===== src/rtl/muldiv_seq.sv =====
// rtl/muldiv_seq.sv - sequential signed/unsigned multiply/divide unit feeding HI/LO
// One shift-add (multiply) or restore-subtract (divide) step per clock on magnitudes; sign fixed up at the end.
module muldiv_seq #(
  parameter int WIDTH = 32,
  localparam int CNT_W = $clog2(WIDTH + 1)
) (
  input  logic             clk,
  input  logic             reset,
  input  logic             start,
  input  logic [1:0]       op,
  input  logic [WIDTH-1:0] a,
  input  logic [WIDTH-1:0] b,
  output logic             busy,
  output logic             done,
  output logic             div_zero,
  output logic [WIDTH-1:0] hi,
  output logic [WIDTH-1:0] lo
);

  typedef enum logic [1:0] {S_IDLE, S_RUN, S_FIX} state_t;

  state_t             state, state_nxt;
  logic [CNT_W-1:0]   count;
  logic [1:0]         op_r;
  logic [WIDTH-1:0]   a_abs_r, b_abs_r;
  logic [2*WIDTH-1:0] acc;
  logic [WIDTH-1:0]   rem;
  logic               neg_q, neg_r, zero_r;

  logic               signed_op, a_neg, b_neg, b_zero;
  logic [WIDTH-1:0]   a_abs, b_abs;

  always_comb begin
    signed_op = ~op[0];
    a_neg     = signed_op & a[WIDTH-1];
    b_neg     = signed_op & b[WIDTH-1];
    a_abs     = a_neg ? -a : a;
    b_abs     = b_neg ? -b : b;
    b_zero    = op[1] & (b == '0);
  end

  // acc holds {partial product, multiplier} for MULT, and the dividend/quotient shift register in its low half for DIV
  logic [WIDTH:0]     mul_sum;
  logic [2*WIDTH-1:0] mul_next;
  logic [WIDTH:0]     div_shift;
  logic               div_ge;
  logic [WIDTH-1:0]   div_rem_nxt;
  logic [2*WIDTH-1:0] prod_fix;
  logic [WIDTH-1:0]   quo_fix, rem_fix;

  always_comb begin
    mul_sum     = {1'b0, acc[2*WIDTH-1:WIDTH]} + (acc[0] ? {1'b0, a_abs_r} : '0);
    mul_next    = {mul_sum, acc[WIDTH-1:1]};
    div_shift   = {rem, acc[WIDTH-1]};
    div_ge      = (div_shift >= {1'b0, b_abs_r});
    div_rem_nxt = div_ge ? WIDTH'(div_shift - {1'b0, b_abs_r}) : div_shift[WIDTH-1:0];
    prod_fix    = neg_q ? -acc : acc;
    quo_fix     = neg_q ? -acc[WIDTH-1:0] : acc[WIDTH-1:0];
    rem_fix     = neg_r ? -rem : rem;
  end

  always_comb begin
    state_nxt = state;
    case (state)
      S_IDLE:  if (start) state_nxt = b_zero ? S_FIX : S_RUN;
      S_RUN:   if (count == CNT_W'(WIDTH - 1)) state_nxt = S_FIX;
      S_FIX:   state_nxt = S_IDLE;
      default: state_nxt = S_IDLE;
    endcase
  end

  always_ff @(posedge clk) begin
    if (reset) begin
      state    <= S_IDLE;
      count    <= '0;
      op_r     <= '0;
      a_abs_r  <= '0;
      b_abs_r  <= '0;
      acc      <= '0;
      rem      <= '0;
      neg_q    <= 1'b0;
      neg_r    <= 1'b0;
      zero_r   <= 1'b0;
      busy     <= 1'b0;
      done     <= 1'b0;
      div_zero <= 1'b0;
      hi       <= '0;
      lo       <= '0;
    end else begin
      state <= state_nxt;
      done  <= 1'b0;
      case (state)
        S_IDLE: begin
          if (start) begin
            op_r     <= op;
            a_abs_r  <= a_abs;
            b_abs_r  <= b_abs;
            neg_q    <= a_neg ^ b_neg;
            neg_r    <= a_neg;
            zero_r   <= b_zero;
            div_zero <= 1'b0;
            count    <= '0;
            busy     <= 1'b1;
            rem      <= '0;
            acc      <= {{WIDTH{1'b0}}, (op[1] ? a_abs : b_abs)};
          end
        end
        S_RUN: begin
          count <= count + CNT_W'(1);
          if (op_r[1]) begin
            rem             <= div_rem_nxt;
            acc[WIDTH-1:0]  <= {acc[WIDTH-2:0], div_ge};
          end else begin
            acc <= mul_next;
          end
        end
        S_FIX: begin
          done <= 1'b1;
          busy <= 1'b0;
          if (zero_r) begin
            div_zero <= 1'b1;
          end else if (op_r[1]) begin
            lo <= quo_fix;
            hi <= rem_fix;
          end else begin
            {hi, lo} <= prod_fix;
          end
        end
        default: ;
      endcase
    end
  end

endmodule


===== config.mk =====
export PLATFORM = sky130hd
export DESIGN_NAME = muldiv_seq
export DESIGN_NICKNAME = d
export VERILOG_FILES = /design/src/rtl/muldiv_seq.sv
export SDC_FILE = /design/constraint.sdc
export NUM_CORES = 1
export LEC_CHECK = 0
export ABC_AREA = 1
export CAP_MARGIN = 20
export CORE_ASPECT_RATIO = 1.75
export CORE_UTILIZATION = 47
export DETAILED_ROUTE_END_ITERATION = 8
export DONT_BUFFER_PORTS = 1
export SLEW_MARGIN = 20
export SYNTH_ARGS = -nofsm -noshare
export SYNTH_HDL_FRONTEND = slang
export SYNTH_SLANG_ARGS = --single-unit

===== constraint.sdc =====
create_clock -name clk -period 2.6 [get_ports clk]
set_clock_uncertainty 0.1 [all_clocks]
set_input_delay 0.52 -clock clk [delete_from_list [all_inputs] [get_ports clk]]
set_output_delay 0.52 -clock clk [all_outputs]
set_load 0.05 [all_outputs]

==> Flow_metrics.wiki <==
{| class="wikitable"
! Metric !! Value
|-
| Run status || finished, violations left
|-
| Violations in the final reports || hold timing, setup timing
|-
| Combinational share of power || roughly 28%
|-
| Layout fillers || between 4,000 and 5,000
|-
| Post-Route WL || roughly 94 mm
|-
| Via count of the routed design || roughly 23,000
|-
| Number of instances in the synthesized netlist || about 3,300
|-
| CP arrival || about 3.0 ns
|-
| Area share of the largest cell type after synthesis || around a quarter
|-
| Nets in the synthesized netlist || approximately 3,500
|-
| All-layer global routing usage || 44.0%
|-
| Antenna violations before repair || 4
|-
| Category of the most critical setup path || register to register
|-
| Routed length per placed instance || around 24 um
|-
| Top cell type by total area after synthesis || sky130_fd_sc_hd__dfxtp_1
|-
| Clock network fraction of design power || 35.2%
|-
| DRC violations left || 0
|-
| Length in cells of the worst reg-to-reg path || 10
|-
| Ys async rst share || 0%
|-
| Most area-consuming cells after synthesis || sky130_fd_sc_hd__dfxtp_1 24%, sky130_fd_sc_hd__nand2_1 16%, sky130_fd_sc_hd__inv_1 8.7%
|-
| Max-cap violations || 0
|-
| Combined area of all synthesized cells || slightly below 0.02 sq mm
|-
| Reg clk slew, reported paths || roughly 0.080 ns
|-
| Starting density of the core || 47.9%
|-
| Rel. slew slack || 25.1%
|-
| Cell-internal power || about 7200 uW
|-
| Crit Path Max Fanout || 4
|-
| Count of antenna-violating nets left after detailed routing || 0
|-
| Net Sw Frac || between 30% and 40%
|-
| P_leak || between 0.01 and 0.015 uW
|-
| Rows || 98
|-
| Final hold slack || -0.000211 ns
|-
| Final HPWL from detailed placement || 73.3 mm
|-
| Total negative slack || -0.0258 ns
|-
| Number of hold violations in the final report || 1
|-
| Die Outline Area || between 0.04 and 0.05 sq mm
|-
| Last weighted congestion value of the routability-driven placer || between 1 and 1.5
|-
| Setup Viol. Count Final || 1
|-
| 1st-iter DRT viols || 2,069
|-
| Final worst setup slack || -0.0258 ns
|-
| Sequential-to-total area share from yosys stat || between 20% and 30%
|-
| Pin count of the biggest net entering global routing || between 100 and 150
|-
| Count of pins on the block boundary || 136
|-
| Synth-to-layout area growth || 13.7%
|-
| TritonCTS clock tree || yes
|-
| Yosys Warn Count || 0
|-
| Final #Nets || roughly 3,500
|-
| Number of sinks handled by clock tree synthesis || around 240
|-
| Clk Latency, worst-skew pair || roughly 0.58 ns
|-
| Power Dens Cells || ~520 mW/mm^2
|-
| Dominant register cell in the synthesized netlist || sky130_fd_sc_hd__dfxtp_1
|-
| Startpoint class of the critical path || register
|-
| Worst R2R Setup Slack || -0.03 ns
|-
| Unrepaired setup endpoints after global routing || true
|-
| Maximum level of the CTS H-tree || 1
|-
| Final critical-path share of the clock period || 101%
|-
| Peak ir drop on the vdd network || 0.000523 V
|-
| Required arrival time at the worst endpoint || 2.96 ns
|-
| Origin of the worst setup path || rem[6]
|-
| Worst Max-Slew Pin Slew || about 1.1 ns
|-
| Proportion of power drawn by flip-flops and latches || a little under two fifths
|-
| Endpoint of the lowest-slack register-to-register path || rem[11]
|-
| Capture point of the worst path || rem[11]
|-
| Wire length of the first global-routing pass || 137 mm
|-
| Die width || approximately 160 um
|-
| Via-to-Cell Ratio || just under 6
|-
| Core area || 0.0411 sq mm
|-
| Global-route congestion overflow total || 0
|-
| Count of distinct cell types in the synthesized netlist || 48
|-
| Inserted Clock Buffers || 26
|-
| Upper clock frequency limit || approximately 380 MHz
|-
| Dpl ws || -0.0653 ns
|-
| Number of detailed-route iterations in the first pass || 9
|-
| Cell chosen for the clock root || sky130_fd_sc_hd__clkbuf_16
|-
| Deepest clock path buffer count || 3
|-
| Reported net switching power || around 4500 uW
|-
| Crit end category || register
|-
| Final standard cell utilization of the core || a little over half
|-
| Share of cells above drive strength 1 || 10.5%
|-
| Post-synthesis sequential element count || approximately 240
|-
| Startpoint of the most critical register-to-register path || rem[6]
|-
| Number of enable-type register cells in the synthesized netlist || 0
|-
| Synthesized area divided by synthesized cell count || about 5.9 sq um
|-
| Count of port buffers added during placement || 0
|-
| Number of global-route vias before repair || 22,800
|-
| Min Clock Period, post-route || 2.63 ns
|-
| Y dimension of the die || 273 um
|-
| Final Max Tran Viols || 0
|-
| Worst Hold Class || primary input to register
|}
-- layout by cell type (no fill, tap or decap), drive strengths merged, types with 5 or more instances in the layout --
cell type / netlist / final
a221oi: 37 / 37
inv: 466 / 471
xor2: 44 / 44
nand4: 46 / 46
ha: 69 / 69
nand2: 872 / 872
o21a: 6 / 6
buf: 43 / 154
nand3b: 20 / 20
a21o: 8 / 8
o21ai: 237 / 237
or2: 9 / 9
clkinv: 2 / 6
nor3: 32 / 32
and2: 5 / 5
o21bai: 11 / 11
a21oi: 284 / 284
a31oi: 8 / 8
xnor2: 28 / 28
nor2: 358 / 358
dlygate4sd3: 0 / 8
nand3: 344 / 344
o211ai: 51 / 51
dfxtp: 239 / 239
o221ai: 9 / 9
clkbuf: 91 / 31
-- logic make-up after synthesis --
kind of cell	count (synthesis)	share of synthesized area (%)
flip-flops	239	24.3
AO/OA/AOI/OAI	660	18.9
buffers and inverters	602	11.8
XOR/XNOR	72	3.21
AND/OR/NAND/NOR	1691	37.1
adder cells (fa/ha/maj)	71	4.59
-- stage by stage --
step / total power, uW / instances / area, sq um
2_1_floorplan: 6220 / 3335 / 19700
3_3_place_gp: 7390 / 3904 / 21100
3_5_place_dp: 7420 / 3904 / 21100
4_1_cts: 11500 / 3958 / 22100
5_1_grt: 12100 / 3961 / 22400
6_report: 11700 / 3964 / 22400
-- routing by layer --
| metal | up-vias | track usage (%) | routed length, um |
|---|---|---|---|
| li1 | 11000 | - | - |
| met1 | 10800 | 38.9 | 29100 |
| met2 | 1127 | 77.8 | 45700 |
| met3 | 519 | 10.2 | 6540 |
| met4 | 4 | 47.5 | 12300 |
| met5 | - | 1.16 | 81 |
-- worst min path at each step --
stage / end / from / slack, ns / depth (start not counted)
2_1_floorplan: count[5] / count[5] / 0.33 / 1
3_3_place_gp: count[5] / count[5] / 0.35 / 1
3_5_place_dp: rem[31] / rem[31] / 0.38 / 2
4_1_cts: acc[56] / reset / -0.04 / 1
5_1_grt: count[2] / reset / -0.01 / 1
6_report: b_abs_r[20] / reset / -0.0002 / 3
-- Yosys cell counts, types with 11 or more instances --
library cell,n
sky130_fd_sc_hd__ha_1,69
sky130_fd_sc_hd__a221oi_1,37
sky130_fd_sc_hd__o211ai_1,51
sky130_fd_sc_hd__nand2_2,13
sky130_fd_sc_hd__nand3_2,15
sky130_fd_sc_hd__buf_2,24
sky130_fd_sc_hd__nand2_1,856
sky130_fd_sc_hd__dfxtp_1,239
sky130_fd_sc_hd__nand3_1,329
sky130_fd_sc_hd__o21bai_1,11
sky130_fd_sc_hd__o21ai_0,225
sky130_fd_sc_hd__buf_1,15
sky130_fd_sc_hd__xnor2_1,28
sky130_fd_sc_hd__nand3b_1,18
sky130_fd_sc_hd__nor2_1,337
sky130_fd_sc_hd__inv_1,456
sky130_fd_sc_hd__clkbuf_1,91
sky130_fd_sc_hd__xor2_1,44
sky130_fd_sc_hd__nor3_1,30
sky130_fd_sc_hd__nor2_2,13
sky130_fd_sc_hd__a21oi_1,281
sky130_fd_sc_hd__nand4_1,46
-- power groups by stage --
stage / logic, uW / clock network, uW / registers (uW)
global placement: 3010 / 0 / 4380
floorplan: 1980 / 0 / 4240
finish: 3280 / 4120 / 4310
detailed placement: 3030 / 0 / 4390
CTS: 3060 / 4100 / 4300
global route: 3530 / 4250 / 4320
-- sequential cells by signal (all words and copies together), names as in the netlist, 2 cells and up --
| name | count |
|---|---|
| acc | 64 |
| a_abs_r | 32 |
| b_abs_r | 32 |
| hi | 32 |
| lo | 32 |
| rem | 32 |
| count | 6 |
| state | 2 |
-- final cells by class --
| class | instances | area [sq um] | share of cell area [%] |
|---|---|---|---|
| Inverter | 468 | 1760 | 7.86 |
| Tap cell | 550 | 688 | 3.08 |
| Antenna cell | 3 | 7.51 | 0.0336 |
| Clock buffer | 31 | 701 | 3.13 |
| Clock inverter | 17 | 218 | 0.974 |
| Sequential cell | 239 | 4820 | 21.6 |
| Multi-Input combinational cell | 2494 | 12800 | 57.4 |
| Timing Repair Buffer | 162 | 1340 | 5.98 |
-- what timing repair did --
action | 4_1_cts | 5_1_grt
hold endpoints to repair | 70 | 14
hold buffers | 6 | 2
gates resized for setup | 4 | 90
buffers inserted | 0 | 1
endpoints found under the setup margin | 9 | 58
pin swaps | 0 | 2
-- critical path: stages (launching register included) --
cell	delay, ns
sky130_fd_sc_hd__dfxtp_1	0.52
sky130_fd_sc_hd__ha_2	0.39
sky130_fd_sc_hd__nand2_2	0.17
sky130_fd_sc_hd__nor2_4	0.09
sky130_fd_sc_hd__buf_4	0.15
sky130_fd_sc_hd__a21oi_2	0.19
sky130_fd_sc_hd__nand2_4	0.12
sky130_fd_sc_hd__xnor2_4	0.33
sky130_fd_sc_hd__nand2_1	0.24
sky130_fd_sc_hd__nand3_1	0.13
sky130_fd_sc_hd__a21oi_1	0.07
No activity file was read; power rests on OpenSTA's default activity.
